### src/rtl/mux_arbiter.sv
// rtl/mux_arbiter.sv - two-requester arbiter driving a shared 16-bit mux into a one-entry output register
// Define MUX_ARB_FIXED_PRI_EN for fixed priority (requester 0 wins ties); default is round-robin.
module mux_arbiter #(
  parameter int WIDTH = 16
) (
  input  logic             in_clk,
  input  logic             in_reset_n,
  input  logic             in_req0,
  input  logic [WIDTH-1:0] in_data0,
  output logic             out_ack0,
  input  logic             in_req1,
  input  logic [WIDTH-1:0] in_data1,
  output logic             out_ack1,
  output logic             out_sel,
  output logic             out_valid,
  output logic [WIDTH-1:0] out_data,
  input  logic             in_ready
);

  typedef enum logic {
    EMPTY = 1'b0,
    FULL  = 1'b1
  } state_t;

  state_t           state_q, state_d;
  logic [WIDTH-1:0] data_q, data_d;
  logic             ack0_q, ack0_d;
  logic             ack1_q, ack1_d;
  logic             elig0, elig1, load, winner;

  // A requester is masked during its own ack cycle so a held request is not captured twice.
  assign elig0 = in_req0 & ~ack0_q;
  assign elig1 = in_req1 & ~ack1_q;
  assign load  = ((state_q == EMPTY) | in_ready) & (elig0 | elig1);

`ifdef MUX_ARB_FIXED_PRI_EN
  assign winner  = ~elig0 & elig1;
  assign out_sel = winner;
`else
  logic last_q, last_d;

  assign winner  = (elig0 & elig1) ? ~last_q : elig1;
  // Idle with nothing pending parks the select at 0; otherwise it follows the last grant.
  assign out_sel = load ? winner : ((in_req0 | in_req1) & last_q);
`endif

  always_comb begin
    state_d = state_q;
    data_d  = data_q;
    ack0_d  = 1'b0;
    ack1_d  = 1'b0;
`ifndef MUX_ARB_FIXED_PRI_EN
    last_d  = last_q;
`endif
    case (state_q)
      EMPTY: if (load) state_d = FULL;
      FULL: begin
        if (load)          state_d = FULL;
        else if (in_ready) state_d = EMPTY;
      end
      default: state_d = EMPTY;
    endcase
    if (load) begin
      data_d = winner ? in_data1 : in_data0;
      ack0_d = ~winner;
      ack1_d = winner;
`ifndef MUX_ARB_FIXED_PRI_EN
      last_d = winner;
`endif
    end
  end

  always_ff @(posedge in_clk or negedge in_reset_n) begin
    if (!in_reset_n) begin
      state_q <= EMPTY;
      data_q  <= '0;
      ack0_q  <= 1'b0;
      ack1_q  <= 1'b0;
`ifndef MUX_ARB_FIXED_PRI_EN
      last_q  <= 1'b1;
`endif
    end else begin
      state_q <= state_d;
      data_q  <= data_d;
      ack0_q  <= ack0_d;
      ack1_q  <= ack1_d;
`ifndef MUX_ARB_FIXED_PRI_EN
      last_q  <= last_d;
`endif
    end
  end

  assign out_valid = (state_q == FULL);
  assign out_data  = data_q;
  assign out_ack0  = ack0_q;
  assign out_ack1  = ack1_q;

endmodule

### config.mk
export PLATFORM = sky130hd
export DESIGN_NAME = mux_arbiter
export DESIGN_NICKNAME = d
export VERILOG_FILES = /design/src/rtl/mux_arbiter.sv
export SDC_FILE = /design/constraint.sdc
export NUM_CORES = 1
export LEC_CHECK = 0
export ABC_AREA = 1
export CORE_MARGIN = 2
export CORE_UTILIZATION = 38
export CTS_CLUSTER_SIZE = 28
export DETAILED_ROUTE_END_ITERATION = 8
export PLACE_DENSITY = 0.79
export SYNTH_ARGS = -nofsm -noshare
export SYNTH_HDL_FRONTEND = slang
export SYNTH_SLANG_ARGS = --single-unit
export TNS_END_PERCENT = 30
### constraint.sdc
create_clock -name in_clk -period 1.4 [get_ports in_clk]
set_input_delay 0.28 -clock in_clk [delete_from_list [all_inputs] [get_ports in_clk]]
set_output_delay 0.28 -clock in_clk [all_outputs]
set_load 0.01 [all_outputs]
==> flow_metrics.py <==
metrics = {
    "run_status": {
        "status": "finished with violations",
        "violations": "setup timing",
    },
    "cts": {
        "clk_pin_slew_ps": 110,
        "holdBufCountCts": 0,
        "cts_tree": "yes",
        "clock_latency_ps": 290,
        "cts_root_buf": "clkbuf_4",
        "numCtsBuffers": 3,
        "cts_buffer_depth": 2,
        "numClockSinks": 20,
        "ctsHtreeMaxLevel": 1,
    },
    "die": {
        "rows": 19,
        "die_h_um": 56.6,
        "ios": 57,
        "core_um2": 2690,
        "dieArea_um2": 3210,
        "die_width_um": 56.6,
        "initial_core_util_pct": 39.2,
    },
    "timing": {
        "fin_crit_ps": 1600,
        "final_hold_viol_count": 0,
        "rsz0062_at_grt": "true",
        "tightest_slew_ps": 268,
        "setup_slack_ps": -195,
        "fmax_mhz": 627,
        "clock_skew_ps": 1.35,
        "drv_slew": 0,
        "slew_headroom_pct": 82.1,
        "setup_viol": 1,
        "final.period_utilization_pct": 114,
    },
    "worst_setup_path": {
        "crit_start": "last_q",
        "critPathTopFamily": "flip-flops",
        "path_cells": "nand3_2, nand2_2, nor2_2, inv_1, nand2_1, buf_2",
        "critPathCapture": "out_sel",
        "crit_path_max_incr_delay_ps": 570,
        "r2r-start": "last_q",
        "timing.rr.end": "out_data[3]",
        "path_buf_inv": 2,
        "cp_max_fo": 3,
        "crit_cells": 6,
        "crit_type": "flip-flop to output port",
        "r2r_slack_ps": 130,
        "rr_worst_depth": 7,
        "critPathArrivalTime_ps": 1320,
        "end_kind": "output port",
        "crit_slowest_cell": "dfstp_2",
        "startpoint_type": "flip-flop",
        "crit_required_ps": 1120,
    },
    "routing": {
        "wl_per_cell_um": 12.3,
        "antenna_left": 0,
        "routed_wirelength_mm": 2.97,
        "vias": 1148,
        "first_pass_iters": 4,
        "via_per_inst": 4.76,
        "drtIter0Drc": 16,
        "drc": 0,
    },
    "synth": {
        "synth_flop_cell": "dfrtp_1",
        "netlist_area_um2": 1050,
        "ys_warn_count": 0,
        "seq_area_frac_synth_pct": 47.7,
        "avgSynthCellArea_um2": 7.36,
        "synthMostInstantiatedCell": "nand2_1",
        "syn_inst": 143,
        "ys_seq_elements": 20,
        "synth.distinct_cells": 19,
        "synth_edf_count": 0,
        "synthArstFlopShare_pct": 100,
        "synth_area_leader_cell": "dfrtp_1",
        "synth_top_cells_by_count": "nand2_1 (86), dfrtp_1 (19), nand3_1 (16)",
        "mappedNetlistNets": 180,
        "synth_top_area_share_pct": 45.2,
        "yosys-top-cells-area": "dfrtp_1 (45%), nand2_1 (31%), nand3_1 (7.6%), dfstp_2 (2.5%), buf_6 (2.1%)",
    },
    "placed_design": {
        "gp_congestion": 0.712,
        "dp_hpwl_mm": 2.20,
        "port-buffer-count": 56,
        "dp_slack_ps": -691,
        "dp.cells": 236,
    },
    "global_routing": {
        "overflow": 0,
        "grt_pass1_wl_mm": 5.28,
        "gr-usage-all-layers_pct": 20.8,
        "antenna_found_initial": 0,
        "grt_pass1_vias": 1264,
        "grt_max_degree": 21,
    },
    "layout": {
        "drive_gt1_share_pct": 13.3,
        "area_growth_pct": 63.9,
        "diodes": 0,
        "nNetsFinal": 248,
        "final_cell_count_no_fill": 241,
    },
    "power_and_ir_drop": {
        "clkPwrFrac_pct": 15.0,
        "ir_drop_mv": 0.848,
        "p_seq_share_pct": 39.2,
        "p_per_area_nw_per_um2": 1280,
        "combPwrFrac_pct": 45.7,
        "switchingPower_mw": 0.798,
        "power.internal_mw": 1.42,
        "cellLeakagePower_nw": 0.935,
        "p_sw_share_pct": 36.0,
    },
    "hold_path": {
        "hold_class": "primary input to async pin",
    },
    "run": {
        "maxCapViolCount": 0,
    },
}
==> state kept, by name, indices dropped and copies added, names as in the netlist <==
name	cells
out_ack0	1
out_ack1	1
last_q	1
out_data	16
out_valid	1
==> logic make-up (layout without fill, tap and decap cells) <==
logic type	after synthesis	count (layout)	share of synthesized area (%)
simple gates	107	107	42.5
flops	20	20	47.7
buf+inv	11	78	6.18
compound gates	5	5	3.69
==> through the flow <==
stage / setup TNS, ps / hold WS (ps) / total power [mW] / instance area (um2) / utilization (%)
after CTS: -229 / 299 / 2.24 / 1720 / 63.9
final: -195 / 305 / 2.22 / 1720 / 64.2
after global placement: -3700 / 462 / 2.00 / 1710 / 63.6
after floorplan: 0 / -15.6 / 1.38 / 1050 / -
after detailed placement: -4260 / 471 / 2.02 / 1710 / 63.6
after global routing: -266 / 326 / 2.39 / 1720 / 64.2
==> what timing repair did <==
| item | CTS | global route |
|---|---|---|
| setup endpoints to repair | 20 | 2 |
| pin swaps | 2 | 4 |
| buffers inserted | 0 | 1 |
| gates resized for setup | 26 | 1 |
==> how the worst min path moves through the flow <==
stage                        endpoint         from  slack, ps  depth (start not counted)
after global placement    out_data[3]  out_data[3]        460                          2
after CTS                 out_data[6]   in_reset_n        300                          2
final                     out_data[6]   in_reset_n        310                          2
after floorplan              out_ack0   in_reset_n        -20                          0
after detailed placement  out_data[3]  out_data[3]        470                          2
after global routing      out_data[5]   in_reset_n        330                          2
==> cells in the final DEF, fill, tap and decap left out, types with 2 or more instances in the layout <==
cell type,netlist,final
buf_4,2,13
clkbuf_4,0,3
clkdlybuf4s50_1,0,35
dfrtp_1,19,18
dlygate4sd2_1,0,19
inv_1,3,3
inv_2,2,2
nand2_1,86,86
nand3_1,16,16
==> worst reg2reg max path: stages, from the launching register on <==
cell and delay, ps:
dfstp_2 570, nand3_2 80, nand2_2 90, buf_4 210
nand2_1 90, nand2_1 80, nand2_1 60, nand2_1 60
==> final cells by class <==
| cell class | instances | area, um2 |
|---|---|---|
| multi-input combinational | 112 | 488 |
| clock buffer | 4 | 36.3 |
| timing repair buffer | 69 | 639 |
| tap | 31 | 38.8 |
| fill | 250 | 962 |
| inverter | 5 | 18.8 |
| sequential | 20 | 503 |
==> per-layer routing <==
layer / vias to the layer above / wire length (um) / track usage [%]
li1: 576 / - / -
met5: - / 0 / 0
met4: 0 / 10 / 7.14
met3: 2 / 145 / 4.38
met1: 542 / 1200 / 23.1
met2: 28 / 1610 / 38.5
==> power by group through the flow <==
stage / combinational [mW] / sequential (mW) / clock [mW]
4_1_cts: 1.01 / 0.872 / 0.358
3_5_place_dp: 1.14 / 0.885 / 0
3_3_place_gp: 1.11 / 0.882 / 0
6_report: 1.01 / 0.869 / 0.333
2_1_floorplan: 0.415 / 0.963 / 0
5_1_grt: 1.12 / 0.895 / 0.379
No activity file was read; power rests on OpenSTA's default activity.
